--- src/rtl/z_encoder4to2_if.sv ---
// z_encoder4to2_if: line-vector capture and index handshake bundle for z_encoder4to2
//   master drives En, load, Z, ready; slave drives A, B, valid, busy, none
interface z_encoder4to2_if;
   logic       En;
   logic       load;
   logic [3:0] Z;
   logic       ready;
   logic       A;
   logic       B;
   logic       valid;
   logic       busy;
   logic       none;
   modport master (output En, load, Z, ready, input A, B, valid, busy, none);
   modport slave  (input En, load, Z, ready, output A, B, valid, busy, none);
endinterface

--- src/rtl/z_encoder4to2.sv ---
// z_encoder4to2: captures a 4-bit line vector and emits the {A,B} index of each set line, one per handshake
//   clk    : rising-edge clock
//   rst_n  : asynchronous active-low reset
//   bus    : slave side of z_encoder4to2_if (En, load, Z, ready in; A, B, valid, busy, none out)
//   PRIORITY_HIGH : 0 emits lowest set line first, 1 emits highest first
module z_encoder4to2 #(
   parameter bit PRIORITY_HIGH = 1'b0
) (
   input logic            clk,
   input logic            rst_n,
   z_encoder4to2_if.slave bus
);
   typedef enum logic {IDLE, SCAN} state_e;
   state_e     state_q;
   logic [3:0] pend_q, pend_d;
   logic       none_q;
   logic [1:0] idx;
   logic       hs;
   always_comb begin
      idx = PRIORITY_HIGH ?
            (pend_q[3] ? 2'd3 : pend_q[2] ? 2'd2 : pend_q[1] ? 2'd1 : 2'd0) :
            (pend_q[0] ? 2'd0 : pend_q[1] ? 2'd1 : pend_q[2] ? 2'd2 : 2'd3);
      hs     = (state_q == SCAN) && bus.En && bus.ready;
      pend_d = pend_q & ~(4'b0001 << idx);
   end
   // index follows the frozen pend register, so it holds while En is low
   assign bus.valid = (state_q == SCAN) && bus.En;
   assign bus.busy  = state_q == SCAN;
   assign bus.A     = (state_q == SCAN) && idx[1];
   assign bus.B     = (state_q == SCAN) && idx[0];
   assign bus.none  = none_q;
   always_ff @(posedge clk or negedge rst_n) begin
      if (!rst_n) begin
         state_q <= IDLE;
         pend_q  <= 4'b0000;
         none_q  <= 1'b0;
      end else begin
         none_q <= (state_q == IDLE) && bus.load && bus.En && (bus.Z == 4'b0000);
         if (state_q == IDLE) begin
            if (bus.load && bus.En) begin
               pend_q  <= bus.Z;
               state_q <= (bus.Z == 4'b0000) ? IDLE : SCAN;
            end
         end else if (hs) begin
            pend_q  <= pend_d;
            state_q <= (pend_d == 4'b0000) ? IDLE : SCAN;
         end
      end
   end
endmodule

--- src/flat_wrapper.sv ---
// flat-port wrapper written by rule: the top's interface ports become plain ports
module z_encoder4to2_flat 
#(
   parameter bit PRIORITY_HIGH = 1'b0
)
  (clk, rst_n, bus_En, bus_load, bus_Z, bus_ready, bus_A, bus_B, bus_valid, bus_busy, bus_none);
  z_encoder4to2_if bus_i ();
  input logic clk;
  input logic rst_n;
  input wire logic [$bits(bus_i.En)-1:0] bus_En;
  input wire logic [$bits(bus_i.load)-1:0] bus_load;
  input wire logic [$bits(bus_i.Z)-1:0] bus_Z;
  input wire logic [$bits(bus_i.ready)-1:0] bus_ready;
  output wire logic [$bits(bus_i.A)-1:0] bus_A;
  output wire logic [$bits(bus_i.B)-1:0] bus_B;
  output wire logic [$bits(bus_i.valid)-1:0] bus_valid;
  output wire logic [$bits(bus_i.busy)-1:0] bus_busy;
  output wire logic [$bits(bus_i.none)-1:0] bus_none;
  assign bus_i.En = bus_En;
  assign bus_i.load = bus_load;
  assign bus_i.Z = bus_Z;
  assign bus_i.ready = bus_ready;
  assign bus_A = bus_i.A;
  assign bus_B = bus_i.B;
  assign bus_valid = bus_i.valid;
  assign bus_busy = bus_i.busy;
  assign bus_none = bus_i.none;
  z_encoder4to2 #(.PRIORITY_HIGH(PRIORITY_HIGH)) u_core (.clk(clk), .rst_n(rst_n), .bus(bus_i));
endmodule
--- config.mk ---
export PLATFORM = sky130hd
export DESIGN_NAME = z_encoder4to2_flat
export DESIGN_NICKNAME = d
export VERILOG_FILES = /design/src/rtl/z_encoder4to2_if.sv /design/src/rtl/z_encoder4to2.sv /design/src/flat_wrapper.sv
export SDC_FILE = /design/constraint.sdc
export NUM_CORES = 1
export LEC_CHECK = 0
export CORE_UTILIZATION = 25
export CTS_CLUSTER_DIAMETER = 30
export DETAILED_ROUTE_END_ITERATION = 8
export GPL_TIMING_DRIVEN = 0
export PLACE_DENSITY = 0.53
export RECOVER_POWER = 50
export SLEW_MARGIN = 15
export SYNTH_ARGS = -nofsm -noshare
export SYNTH_HDL_FRONTEND = slang
export SYNTH_SLANG_ARGS = --single-unit
export TNS_END_PERCENT = 100
--- constraint.sdc ---
create_clock -name clk -period 3.7 [get_ports clk]
set_input_delay 0.74 -clock clk [delete_from_list [all_inputs] [get_ports clk]]
set_output_delay 0.74 -clock clk [all_outputs]
set_load 0.05 [all_outputs]
==> results of run 1 <==
-- sequential cells by signal, indices dropped and copies added (netlist names) --
| signal | flops |
|---|---|
| u_core.pend_q | 4 |
| u_core.bus.busy | 1 |
| u_core.bus.none | 1 |
-- cells by family (layout without fill, tap and decap cells) --
group,after synthesis,after routing,synth area share
simple gates,15,15,0.255
compound gates,8,8,0.173
flops,6,6,0.432
buf+inv,4,20,0.0432
mux,3,3,0.0971
-- layout by cell type, fill, tap and decap left out --
cell and count:
nand2b_1 1, nor2_1 1, o21a_1 1, clkbuf_1 1, o2bb2ai_1 2, and2_1 1
nor3_1 1, nor3b_1 2, clkbuf_4 3, clkdlybuf4s50_1 11, o31ai_1 2, nand3b_1 1
or4_4 1, o211ai_1 2, nor2b_1 2, dfrtp_1 6, nand2_1 3, dlygate4sd3_1 2
mux2_2 3, o21ai_0 1, inv_1 3, nand3_1 2
-- area by class of cell --
cell class                      count  area (um^2)
Tap cell                           15         18.8
Fill cell                         133          782
Timing Repair Buffer               13          130
Inverter                            3         11.3
Multi-Input combinational cell     26          183
Sequential cell                     6          150
Clock buffer                        3         22.5
Buffer                              1         3.75
-- synth_stat cells --
| library cell | instances |
|---|---|
| clkbuf_1 | 1 |
| nor3_1 | 1 |
| o31ai_1 | 2 |
| o21ai_0 | 1 |
| or4_4 | 1 |
| nand3_1 | 2 |
| inv_1 | 3 |
| dfrtp_1 | 6 |
| and2_1 | 1 |
| nand2b_1 | 1 |
| o2bb2ai_1 | 2 |
| nand2_1 | 3 |
| o21a_1 | 1 |
| nand3b_1 | 1 |
| nor2b_1 | 2 |
| nor2_1 | 1 |
| mux2_2 | 3 |
| nor3b_1 | 2 |
| o211ai_1 | 2 |
-- worst max-delay path: cells and delay by family --
family	cells	cell delay [ns]
buffers and inverters	2	1.42
and+or+nand+nor	1	0.15
-- path summary, 6_finish.rpt --
kind | from | cells past startpoint | endpoint | slack [ns]
max in group asynchronous | rst_n | 1 | u_core.pend_q[2] | 2.66
worst max register to register | u_core.bus.busy | 3 | u_core.pend_q[2] | 2.41
min in group asynchronous | rst_n | 1 | u_core.pend_q[3] | 0.82
worst min register to register | u_core.pend_q[3] | 1 | u_core.pend_q[3] | 0.53
worst max-delay path | bus_En | 3 | bus_valid | 0.65
worst min-delay path | u_core.pend_q[3] | 1 | u_core.pend_q[3] | 0.53
-- power groups by stage --
stage	combinational, mW	sequential, mW	clock, mW
floorplan	0.145	0.139	0
global placement	0.231	0.127	0
detailed placement	0.229	0.127	0
CTS	0.231	0.125	0.0620
global route	0.247	0.132	0.0662
finish	0.229	0.126	0.0595
-- layer usage --
metal,share of wire,GRT usage,up-vias
met5,0,0,-
met4,0.038,0.129,0
met3,0.078,0.0852,4
met2,0.47,0.208,11
met1,0.42,0.147,136
li1,-,-,168
-- metrics by stage --
stage / power (mW) / hold slack [ns] / std cells / cell area, um^2 / utilization
6_report: 0.415 / 0.529 / 67 / 519 / 0.399
3_5_place_dp: 0.356 / 0.516 / 64 / 497 / 0.382
5_1_grt: 0.445 / 0.575 / 67 / 519 / 0.399
3_3_place_gp: 0.358 / 0.519 / 64 / 497 / 0.382
2_1_floorplan: 0.284 / 0.444 / 36 / 348 / -
4_1_cts: 0.418 / 0.527 / 67 / 519 / 0.399
==> summary.txt, run 1 <==
Outcome
  • Status: complete, no violations

Die
  • Initial Util: 0.267
  • I/O pins: 14
  • Die area: 1540 um^2
  • Core Rows: 13
  • Height of the die: 39.3 um
  • Core Area: ~1300 um^2
  • Die W: 39.3 um

Route
  • Wire per inst: 11.8 um
  • Antenna viol nets, final: 0
  • TritonRoute pass-1 iters: 4
  • DR vias: between 300 and 400
  • Post-DR vias/cell: 4.76
  • DR iter-0 viols: 6
  • DRC: 0
  • Post-Route WL: approximately 800 um

Clock tree
  • CTS tree: yes
  • Clock Path Buffers: 2
  • Register clock-pin slew on the reported worst setup and hold paths: 0.04 ns
  • Postcts setup bufs: 0
  • H-tree Lvls: 1
  • Clock sink total: 6
  • Cts bufs inserted: 3
  • Cts repair resizes: 0
  • CTS Hold Bufs: 0
  • Worst skew pair latency: 0.24 ns
  • Clock root buffer: clkbuf_4

Timing
  • Worst-margin pin slew: just under 0.5 ns
  • Final WS setup: 0.648 ns
  • Final Cycle Share: 0.825
  • Fmax: about 330 MHz
  • RSZ-0062 raised after global routing: no
  • Slew HR: 0.669
  • Post-Route Setup TNS: 0 ns
  • Final hold viol count: 0
  • # setup viols final: 0
  • Final Slew Violations: 0
  • Skew final: just over 0.001 ns
  • Minimum clock period: between 3 and 4 ns

Logic synthesis
  • Seq cells post-synth: 6
  • Syn Area/Cell: 9.66 um^2
  • Synth top area share: 0.432
  • Synth Cell Area: about 350 um^2
  • Mapped Nets: 45
  • Synth warn: 0
  • Post-synth cell types: 19
  • Post-Syn Instances: 36
  • Sequential element share of the synthesized area: 0.432
  • Synth top area cells: dfrtp_1 (43%), mux2_2 (9.7%), o2bb2ai_1 (5.0%)
  • Post-synth top area cell: dfrtp_1

Worst setup path
  • CP Max Fanout: 6
  • Critical setup path kind: in2out
  • CP Launch Type: primary input
  • Worst path max stage delay: 0.79 ns
  • Setup crit end kind: primary output
  • CP cell instances: dlygate4sd3_1, and2_1, clkdlybuf4s50_1
  • Worst endpoint required time: between 2 and 3 ns
  • CP arrival: around 2.3 ns
  • CP max stage cell: clkdlybuf4s50_1

Finish
  • Antenna diodes: 0
  • Layout cells sized above 1: 0.135
  • Nets: between 60 and 70
  • Synth-to-Final Area Change: 49.3%

Placed design
  • PortBufs: 13
  • Place WS: a little over 0.7 ns
  • Gpl congestion: around 0.80
  • DP HPWL: approximately 620 um

Power
  • Gate power share: 0.553
  • Switching pwr: about 0.19 mW
  • Clk pwr share: 0.144
  • Sw Ratio: 0.455
  • Cell internal pwr: about 0.23 mW
  • Peak supply drop: 0.415 mV
  • Power density cells: between 700 and 800 nW/um^2
  • Flop pwr share: 0.303
  • Pleak: ~0.21 nW

Hold path
  • HP Class: reg2reg

Global routing
  • GR Overflow Total: 0
  • Pin count of the biggest net entering global routing: 11
  • Initial antenna violation count: 0
  • Tot GR Track Use: 0.146
  • Wire length of the first global-routing pass: between 1 and 1.5 mm
  • Vias in the first global route: roughly 310

Run
  • Max-cap violations: 0
Power figures use the tool's default switching activity.
==> run 2: changes to the inputs <==
==> constraint.sdc (replaced) <==
create_clock -name clk -period 3.1 [get_ports clk]
set_input_delay 0.62 -clock clk [delete_from_list [all_inputs] [get_ports clk]]
set_output_delay 0.62 -clock clk [all_outputs]
set_load 0.05 [all_outputs]
==> results of run 2 <==
Same layout as run 1 (identical final DEF). Status: complete, no violations.
Among the figures that moved: setup slack after placement 0.721 ns -> 0.361 ns; setup slack after layout 0.648 ns -> 0.288 ns; register-to-register setup slack 2.41 ns -> 1.81 ns; total power 0.415 mW -> 0.495 mW; worst IR drop on VDD 0.415 mV -> 0.495 mV
